### src/rtl/shift_reg_pkg.sv
// Shared encodings and default sizing for the shift-register stream transmitter.
package shift_reg_pkg;

  typedef enum logic [1:0] {
    ST_IDLE  = 2'd0,
    ST_SETUP = 2'd1,
    ST_HIGH  = 2'd2,
    ST_LATCH = 2'd3
  } state_e;

  localparam int DEFAULT_DATA_WIDTH   = 4;
  localparam int DEFAULT_CLK_DIV_BITS = 3;

endpackage

### src/rtl/shift_reg_stream_tx_phase_timer.sv
// Phase divider: counts 0..2**CLK_DIV_BITS-1 and flags the last cycle of each phase.
module phase_timer #(
  parameter int CLK_DIV_BITS = 3
) (
  input  logic i_clk,
  input  logic i_reset_n,
  input  logic i_clear,
  output logic o_phase_end
);

  localparam int CW = (CLK_DIV_BITS == 0) ? 1 : CLK_DIV_BITS;
  localparam logic [CW-1:0] LAST = CW'((2 ** CLK_DIV_BITS) - 1);

  logic [CW-1:0] count_q, count_d;

  assign o_phase_end = (count_q == LAST);

  always_comb begin
    count_d = count_q + CW'(1);
    if (i_clear || o_phase_end) count_d = '0;
  end

  always_ff @(posedge i_clk or negedge i_reset_n) begin
    if (!i_reset_n) count_q <= '0;
    else            count_q <= count_d;
  end

endmodule

### src/rtl/shift_reg_stream_tx.sv
// Serializer: accepts one word per ready/valid handshake, shifts it MSB first, then latches it.
// Optional SHIFT_REG_OE_EN adds o_output_enable_n, kept blank until the first latch completes.
module shift_reg_stream_tx
  import shift_reg_pkg::*;
#(
  parameter int DATA_WIDTH   = DEFAULT_DATA_WIDTH,
  parameter int CLK_DIV_BITS = DEFAULT_CLK_DIV_BITS
) (
  input  logic                        i_clk,
  input  logic                        i_reset_n,
  input  logic [(2**DATA_WIDTH)-1:0]  i_value,
  input  logic                        i_valid,
  output logic                        o_ready,
  output logic                        o_data_val,
  output logic                        o_data_clock,
  output logic                        o_latch_shifted_value,
`ifdef SHIFT_REG_OE_EN
  output logic                        o_busy,
  output logic                        o_output_enable_n
`else
  output logic                        o_busy
`endif
);

  // state    | meaning
  // ST_IDLE  | ready for a word, chain pins idle
  // ST_SETUP | current MSB driven on DS, SHCP low
  // ST_HIGH  | SHCP high, DS held; shift at phase end
  // ST_LATCH | STCP pulse high for one phase

  localparam int N = 2 ** DATA_WIDTH;

  state_e                state_q, state_d;
  logic [N-1:0]          shreg_q, shreg_d;
  logic [DATA_WIDTH-1:0] bitcnt_q, bitcnt_d;
  logic                  ready_q, ready_d;
  logic                  busy_q, busy_d;
  logic                  data_val_q, data_val_d;
  logic                  data_clock_q, data_clock_d;
  logic                  latch_q, latch_d;
  logic                  phase_end;
  logic                  timer_clear;

  assign timer_clear = (state_d != state_q);

  phase_timer #(.CLK_DIV_BITS(CLK_DIV_BITS)) u_phase_timer (
    .i_clk       (i_clk),
    .i_reset_n   (i_reset_n),
    .i_clear     (timer_clear),
    .o_phase_end (phase_end)
  );

  always_comb begin
    state_d  = state_q;
    shreg_d  = shreg_q;
    bitcnt_d = bitcnt_q;
    case (state_q)
      ST_IDLE: begin
        if (i_valid && ready_q) begin
          shreg_d  = i_value;
          bitcnt_d = '1;
          state_d  = ST_SETUP;
        end
      end
      ST_SETUP: if (phase_end) state_d = ST_HIGH;
      ST_HIGH: begin
        if (phase_end) begin
          shreg_d = {shreg_q[N-2:0], 1'b0};
          if (bitcnt_q == '0) begin
            state_d = ST_LATCH;
          end else begin
            bitcnt_d = bitcnt_q - DATA_WIDTH'(1);
            state_d  = ST_SETUP;
          end
        end
      end
      ST_LATCH: if (phase_end) state_d = ST_IDLE;
      default:  state_d = ST_IDLE;
    endcase

    // Outputs are registered from the next state so pins change on the same edge as the FSM.
    ready_d      = (state_d == ST_IDLE);
    busy_d       = (state_d != ST_IDLE);
    data_clock_d = (state_d == ST_HIGH);
    latch_d      = (state_d == ST_LATCH);
    data_val_d   = ((state_d == ST_SETUP) || (state_d == ST_HIGH)) ? shreg_d[N-1] : 1'b0;
  end

  always_ff @(posedge i_clk or negedge i_reset_n) begin
    if (!i_reset_n) begin
      state_q      <= ST_IDLE;
      shreg_q      <= '0;
      bitcnt_q     <= '0;
      ready_q      <= 1'b1;
      busy_q       <= 1'b0;
      data_val_q   <= 1'b0;
      data_clock_q <= 1'b0;
      latch_q      <= 1'b0;
    end else begin
      state_q      <= state_d;
      shreg_q      <= shreg_d;
      bitcnt_q     <= bitcnt_d;
      ready_q      <= ready_d;
      busy_q       <= busy_d;
      data_val_q   <= data_val_d;
      data_clock_q <= data_clock_d;
      latch_q      <= latch_d;
    end
  end

  assign o_ready               = ready_q;
  assign o_busy                = busy_q;
  assign o_data_val            = data_val_q;
  assign o_data_clock          = data_clock_q;
  assign o_latch_shifted_value = latch_q;

`ifdef SHIFT_REG_OE_EN
  logic oe_n_q;

  always_ff @(posedge i_clk or negedge i_reset_n) begin
    if (!i_reset_n)                                     oe_n_q <= 1'b1;
    else if (state_q == ST_LATCH && state_d == ST_IDLE) oe_n_q <= 1'b0;
  end

  assign o_output_enable_n = oe_n_q;
`endif

endmodule

### config.mk
export PLATFORM = sky130hd
export DESIGN_NAME = shift_reg_stream_tx
export DESIGN_NICKNAME = d
export VERILOG_FILES = /design/src/rtl/shift_reg_pkg.sv /design/src/rtl/shift_reg_stream_tx_phase_timer.sv /design/src/rtl/shift_reg_stream_tx.sv
export SDC_FILE = /design/constraint.sdc
export NUM_CORES = 1
export LEC_CHECK = 0
export CORE_MARGIN = 2
export CORE_UTILIZATION = 46
export DETAILED_ROUTE_END_ITERATION = 10
export HOLD_SLACK_MARGIN = 0.08
export PLACE_DENSITY_LB_ADDON = 0.08
export SYNTH_ARGS = -nofsm -noshare
export SYNTH_HDL_FRONTEND = slang
export SYNTH_HIERARCHICAL = 1
export SYNTH_SLANG_ARGS = --single-unit
### constraint.sdc
create_clock -name i_clk -period 1.7 [get_ports i_clk]
set_input_delay 0.255 -clock i_clk [delete_from_list [all_inputs] [get_ports i_clk]]
set_output_delay 0.255 -clock i_clk [all_outputs]
set_load 0.1 [all_outputs]
======== Word level (Yosys, flattened, before mapping) ========
Cells that the tools add are included.
Widths: inputs -> output; s select.
word-level totals
  output and inout bits ................... 5
  word-level logic and storage cells ...... 48
  bits in registers ....................... 30
cells by class
  equality and inequality tests ........... 11
  $add $sub $neg .......................... 2
  reduce and logical (&&, ||, !) cells .... 10
  muxes and demuxes ....................... 15
operators with widths
  kind                 count
  $mux 16              2
  $pmux 16 s2          1
  $mux 4               3
  $mux 2               5
  $eq 2x2->1 const B   4
  $pmux 2 s4           1
  $pmux 4 s2           1
  $eq 2x1->1 const B   2
  $logic_not 2->1      2
  $logic_not 4->1      1
  $ne 2x2->1 const B   2
  $reduce_and 4->1     1
  $reduce_bool 2->1    2
  $sub 4x1->4 const B  1
  $add 3x1->3 const B  1
  $eq 3x3->1 const B   1
  $mux 3               1
  $reduce_and 3->1     1
  $logic_or 1x1->1     2
  $ne 2x1->1 const B   1
  $ne 2x2->1           1
  $logic_and 1x1->1    1
  $mux 1               1

======== Depth between registers and ports, before layout ========
  word-level depth ........................ 7
  mapped depth ............................ 7
  gate-level depth less buffers ........... 7

======== Hierarchy ========
Netlist, hierarchy kept.
by module, submodules not included
  module               times used  cells each  area an instance (um2)
  shift_reg_stream_tx  1           105         1272.5
  phase_timer          1           8           120.1

======== Worst setup path before layout ========
Ideal clock, no wire load.
  kind .................................... reg-to-reg
  start ................................... reg u_phase_timer.count_q[0]
  end ..................................... reg data_val_q (netlist: o_data_val)
  arrival time ............................ 1774 ps
  stages on the path, launching flop included .. 7
  clock period less this slack ............ 1856 ps
  data required time ...................... 1618 ps
  slack ................................... -156 ps
  cells stage by stage .................... dfrtp_1 ha_1 ha_1 and2_1 o31ai_1 ha_1 a31oi_1
between the ends
  longest elaborated chain between the ends .. 6
RTL lines
  element                                          RTL line                                                                         text
  start, declared                                  shift_reg_stream_tx_phase_timer.sv:14                                            logic [CW-1:0] count_q, count_d;
  start signal, assigned                           shift_reg_stream_tx_phase_timer.sv:25                                            else count_q <= count_d;
  $eq 3x3->1 (*)                                   shift_reg_stream_tx_phase_timer.sv:16                                            assign o_phase_end = (count_q == LAST);
  via phase_end                                    shift_reg_stream_tx.sv:41                                                        logic phase_end;
  $mux 2 (on tied branches)                        shift_reg_stream_tx.sv:77, shift_reg_stream_tx.sv:65, shift_reg_stream_tx.sv:67
  $pmux 2 s4                                       shift_reg_stream_tx.sv:57                                                        case (state_q)
  $eq 2x1->1 / $eq 2x2->1 (equally long branches)  shift_reg_stream_tx.sv:86                                                        data_val_d = ((state_d == ST_SETUP) || (state_d == ST_HIGH)) ? shreg_d[N-1] : 1'b0;
  $logic_or 1x1->1                                 shift_reg_stream_tx.sv:86
  $mux 1 (*)                                       shift_reg_stream_tx.sv:86
  via data_val_d                                   shift_reg_stream_tx.sv:38                                                        logic data_val_q, data_val_d;
  end signal, assigned                             shift_reg_stream_tx.sv:105                                                       data_val_q <= data_val_d;
  end, declared                                    shift_reg_stream_tx.sv:38
Mark *: on every way through the listed nets, which the timed path passes. The rest lies on a longest branch. The select of a mux whose other input is x is not followed.
A chain may end at the register's enable or synchronous reset.

======== Final worst setup path ========
  start ................................... reg bitcnt_q[0]
  end ..................................... reg data_val_q (netlist: o_data_val)
between the ends
  longest elaborated chain between the ends .. 7
RTL lines
  element                                          RTL line                    text
  start, declared                                  shift_reg_stream_tx.sv:35   logic [DATA_WIDTH-1:0] bitcnt_q, bitcnt_d;
  start signal, assigned                           shift_reg_stream_tx.sv:102  bitcnt_q <= bitcnt_d;
  $logic_not 4->1 (*)                              shift_reg_stream_tx.sv:69   if (bitcnt_q == '0) begin
  $mux 2 (*)                                       shift_reg_stream_tx.sv:69
  $mux 2 (*)                                       shift_reg_stream_tx.sv:67   if (phase_end) begin
  $pmux 2 s4 (*)                                   shift_reg_stream_tx.sv:57
  via state_d[1]                                   shift_reg_stream_tx.sv:33   state_e state_q, state_d;
  $eq 2x1->1 / $eq 2x2->1 (equally long branches)  shift_reg_stream_tx.sv:86
  $logic_or 1x1->1 (*)                             shift_reg_stream_tx.sv:86
  $mux 1 (*)                                       shift_reg_stream_tx.sv:86
  via data_val_d                                   shift_reg_stream_tx.sv:38
Mark *: on every way through the listed nets, which the timed path passes. The rest lies on a longest branch.

==> impl_metrics.toml <==
[clocking]
hold_buffers = 0
clk_latency_ps = 320
cts_made_buffers = 5
h-tree-depth = 2
cts_tree = "built"
path_clk_slew_ps = 90
cts_sinks = 30
clockBufferDepth = 2
clock-root-buffer = "clkbuf_4"

[place]
hpwl_um = 1870
port_buffers = 23
gp_congestion = 0.837
post-place-cells = 175

[timing]
slew_headroom = 0.748
finClkSkew_ps = 9.16
period_share = 1.02
rsz0062_at_grt = "yes"
setup_viol = 1
tightest_slew_ps = 378
min_period_ps = 1740
finalHoldViolCount = 0
whs_ps = 300
fmax_mhz = 576
slew_violations = 0
fin_setup_tns_ps = -36.3
fin_ws_ps = -36.3

[flow_run]
cap_violations = 0

[setup_path]
r2r_start = "bitcnt_q[0]"
path_class = "register to register"
r2r-end = "o_data_val"
r2r_slack_ps = -40
critPathLaunch = "bitcnt_q[0]"
crit_fanout = 2
required_ps = 1940
startpoint_type = "register"
crit_end = "o_data_val"
worstRegToRegCells = 7
end_kind = "register"
critPathArrivalTime_ps = 1970

[route]
final_antenna_net_count = 0
vias = 1064
via_per_inst = 5.48
routed_wl_um = 2970
routedWlPerCell_um = 15.3
drc = 0
detail_route.iter0.violations = 46
dr.pass1.iters = 4

[synthesis]
syn_nets = 140
ys_ff_latch = 30
synth_cell_types = 31
synth_cells = 113
synth_area_mm2 = 0.00139
yosysSeqAreaShare = 0.540
synth_top_cell_by_area = "dfrtp_1"
synthTopCellsByArea = "dfrtp_1 52%, a22o_1 9.4%, a21o_1 7.5%, ha_1 7.2%, buf_6 2.4%"
syn_area_per_cell_um2 = 12.3
synth_warnings = 6
synth_top_area_share = 0.521

[floorplanning]
row_count = 19
die-area_mm2 = 0.00348
io_pins = 24
core_mm2 = 0.00281
start_util = 0.496
dieHeight_um = 59.0
die_w_um = 59.0

[global_route]
grt_max_degree = 31
grt_pass1_vias = 1087
track_usage = 0.189
grt-ovfl-total = 0
grt_antenna_before_repair = 0
grt_pass1_wl_um = 4770

[finish]
num-nets-final = 190
n_fill_cell = 213
area_growth_pct = 43.9
fin_util = 0.715
n_antenna_cell = 0
stdcell_count = 194
drive_gt1_frac = 0.307

[outcome]
violations = "negative setup slack"
outcome = "finished with violations"

[power]
p_per_area_mw_per_mm2 = 1740
p_leak_nw = 0.997
vdd_drop_max_uv = 1240
total_power_mw = 3.49

[worst_hold_path]
hp-class = "input pin to async pin"
report_power, final:
| part | internal (mW) | switching [mW] |
|---|---|---|
| registers | 1.06 | 0.254 |
| clock network | 0.156 | 0.224 |
| logic | 0.905 | 0.890 |
logic make-up (layout without fill, tap and decap cells):
family,after synthesis,in the layout,synth area share
AOI/OAI and AO/OA,39,39,0.222
DFF,30,30,0.540
and+or+nand+nor,24,24,0.106
buffers and inverters,10,60,0.0458
adders and majority gates,8,8,0.0719
muxes,2,2,0.0144
through the flow:
step           setup WS [ps]  cell area [um2]
4_1_cts                -27.5             1940
3_3_place_gp            30.6             1800
2_1_floorplan           12.7             1420
5_1_grt                 -103             2000
3_5_place_dp           -36.5             1800
6_report               -36.3             2000
worst min-delay path by stage:
| stage | slack [ps] | from | end | cells after the start |
|---|---|---|---|---|
| final | 300 | i_reset_n | bitcnt_q[2] | 2 |
| after global routing | 340 | i_reset_n | bitcnt_q[2] | 2 |
| after CTS | 310 | i_reset_n | bitcnt_q[2] | 2 |
| after detailed placement | 440 | u_phase_timer/count_q[0] | u_phase_timer/count_q[0] | 1 |
| after global placement | 420 | u_phase_timer/count_q[0] | u_phase_timer/count_q[0] | 1 |
| after floorplan | -40 | i_reset_n | bitcnt_q[0] | 0 |
registers in the layout, indices dropped and copies added (netlist names):
signal / cells
o_data_val: 1
o_busy: 1
u_phase_timer/count_q: 3
o_latch_shifted_value: 1
state_q: 2
shreg_q: 16
o_data_clock: 1
bitcnt_q: 4
o_ready: 1
metal layers:
metal	wire [um]	part of all wire	GRT usage	vias to the layer above
li1	-	-	-	518
met1	1330	0.45	0.225	523
met2	1480	0.50	0.313	21
met3	148	0.050	0.0742	2
met4	14	0.0047	0.0617	0
met5	0	0	0	-
layout make-up:
class	instances	area, um2	area share
sequential	30	756	0.377
multi-input combinational	73	662	0.330
timing repair buffer	49	488	0.243
clock buffer	7	45.0	0.0225
tap	31	38.8	0.0194
inverter	4	15.0	0.00749
repair_timing:
item	CTS	global route
hold endpoints to repair	0	0
setup buffers	9	4
cloned	0	0
pin swaps	4	8
gates resized for setup	6	8
endpoints found under the setup margin	3	19
synthesized netlist by cell type, drive strengths merged:
cell type,instances
a211o,1
a21boi,1
a21o,14
a22o,15
a22oi,1
a311oi,1
a31oi,2
and2,3
and3b,2
and4bb,1
buf,6
dfrtp,29
dfstp,1
ha,8
inv,4
mux2i,2
nand2,3
nand2b,1
nand3,1
nand3b,2
nor2,5
nor2b,1
nor3,2
nor3b,2
o21ai,1
o22a,1
o22ai,1
o31ai,1
or3b,1
worst max-delay path, stage by stage (launching register included):
cell and delay (ps):
dfrtp_1 400, inv_2 90, ha_4 130, or3b_4 400, nor2_4 100, o22a_1 150, ha_1 220, a31oi_1 160
cells in the final DEF, fill, tap and decap left out, drive strengths merged, types with 3 or more instances in the layout:
cell type and count:
clkdlybuf4s50 18, and2 3, dfrtp 29, a22o 15, nand2 3, inv 4
buf 31, ha 8, clkbuf 7, nor2 5, a21o 14
(Power assumes the default switching activity.)
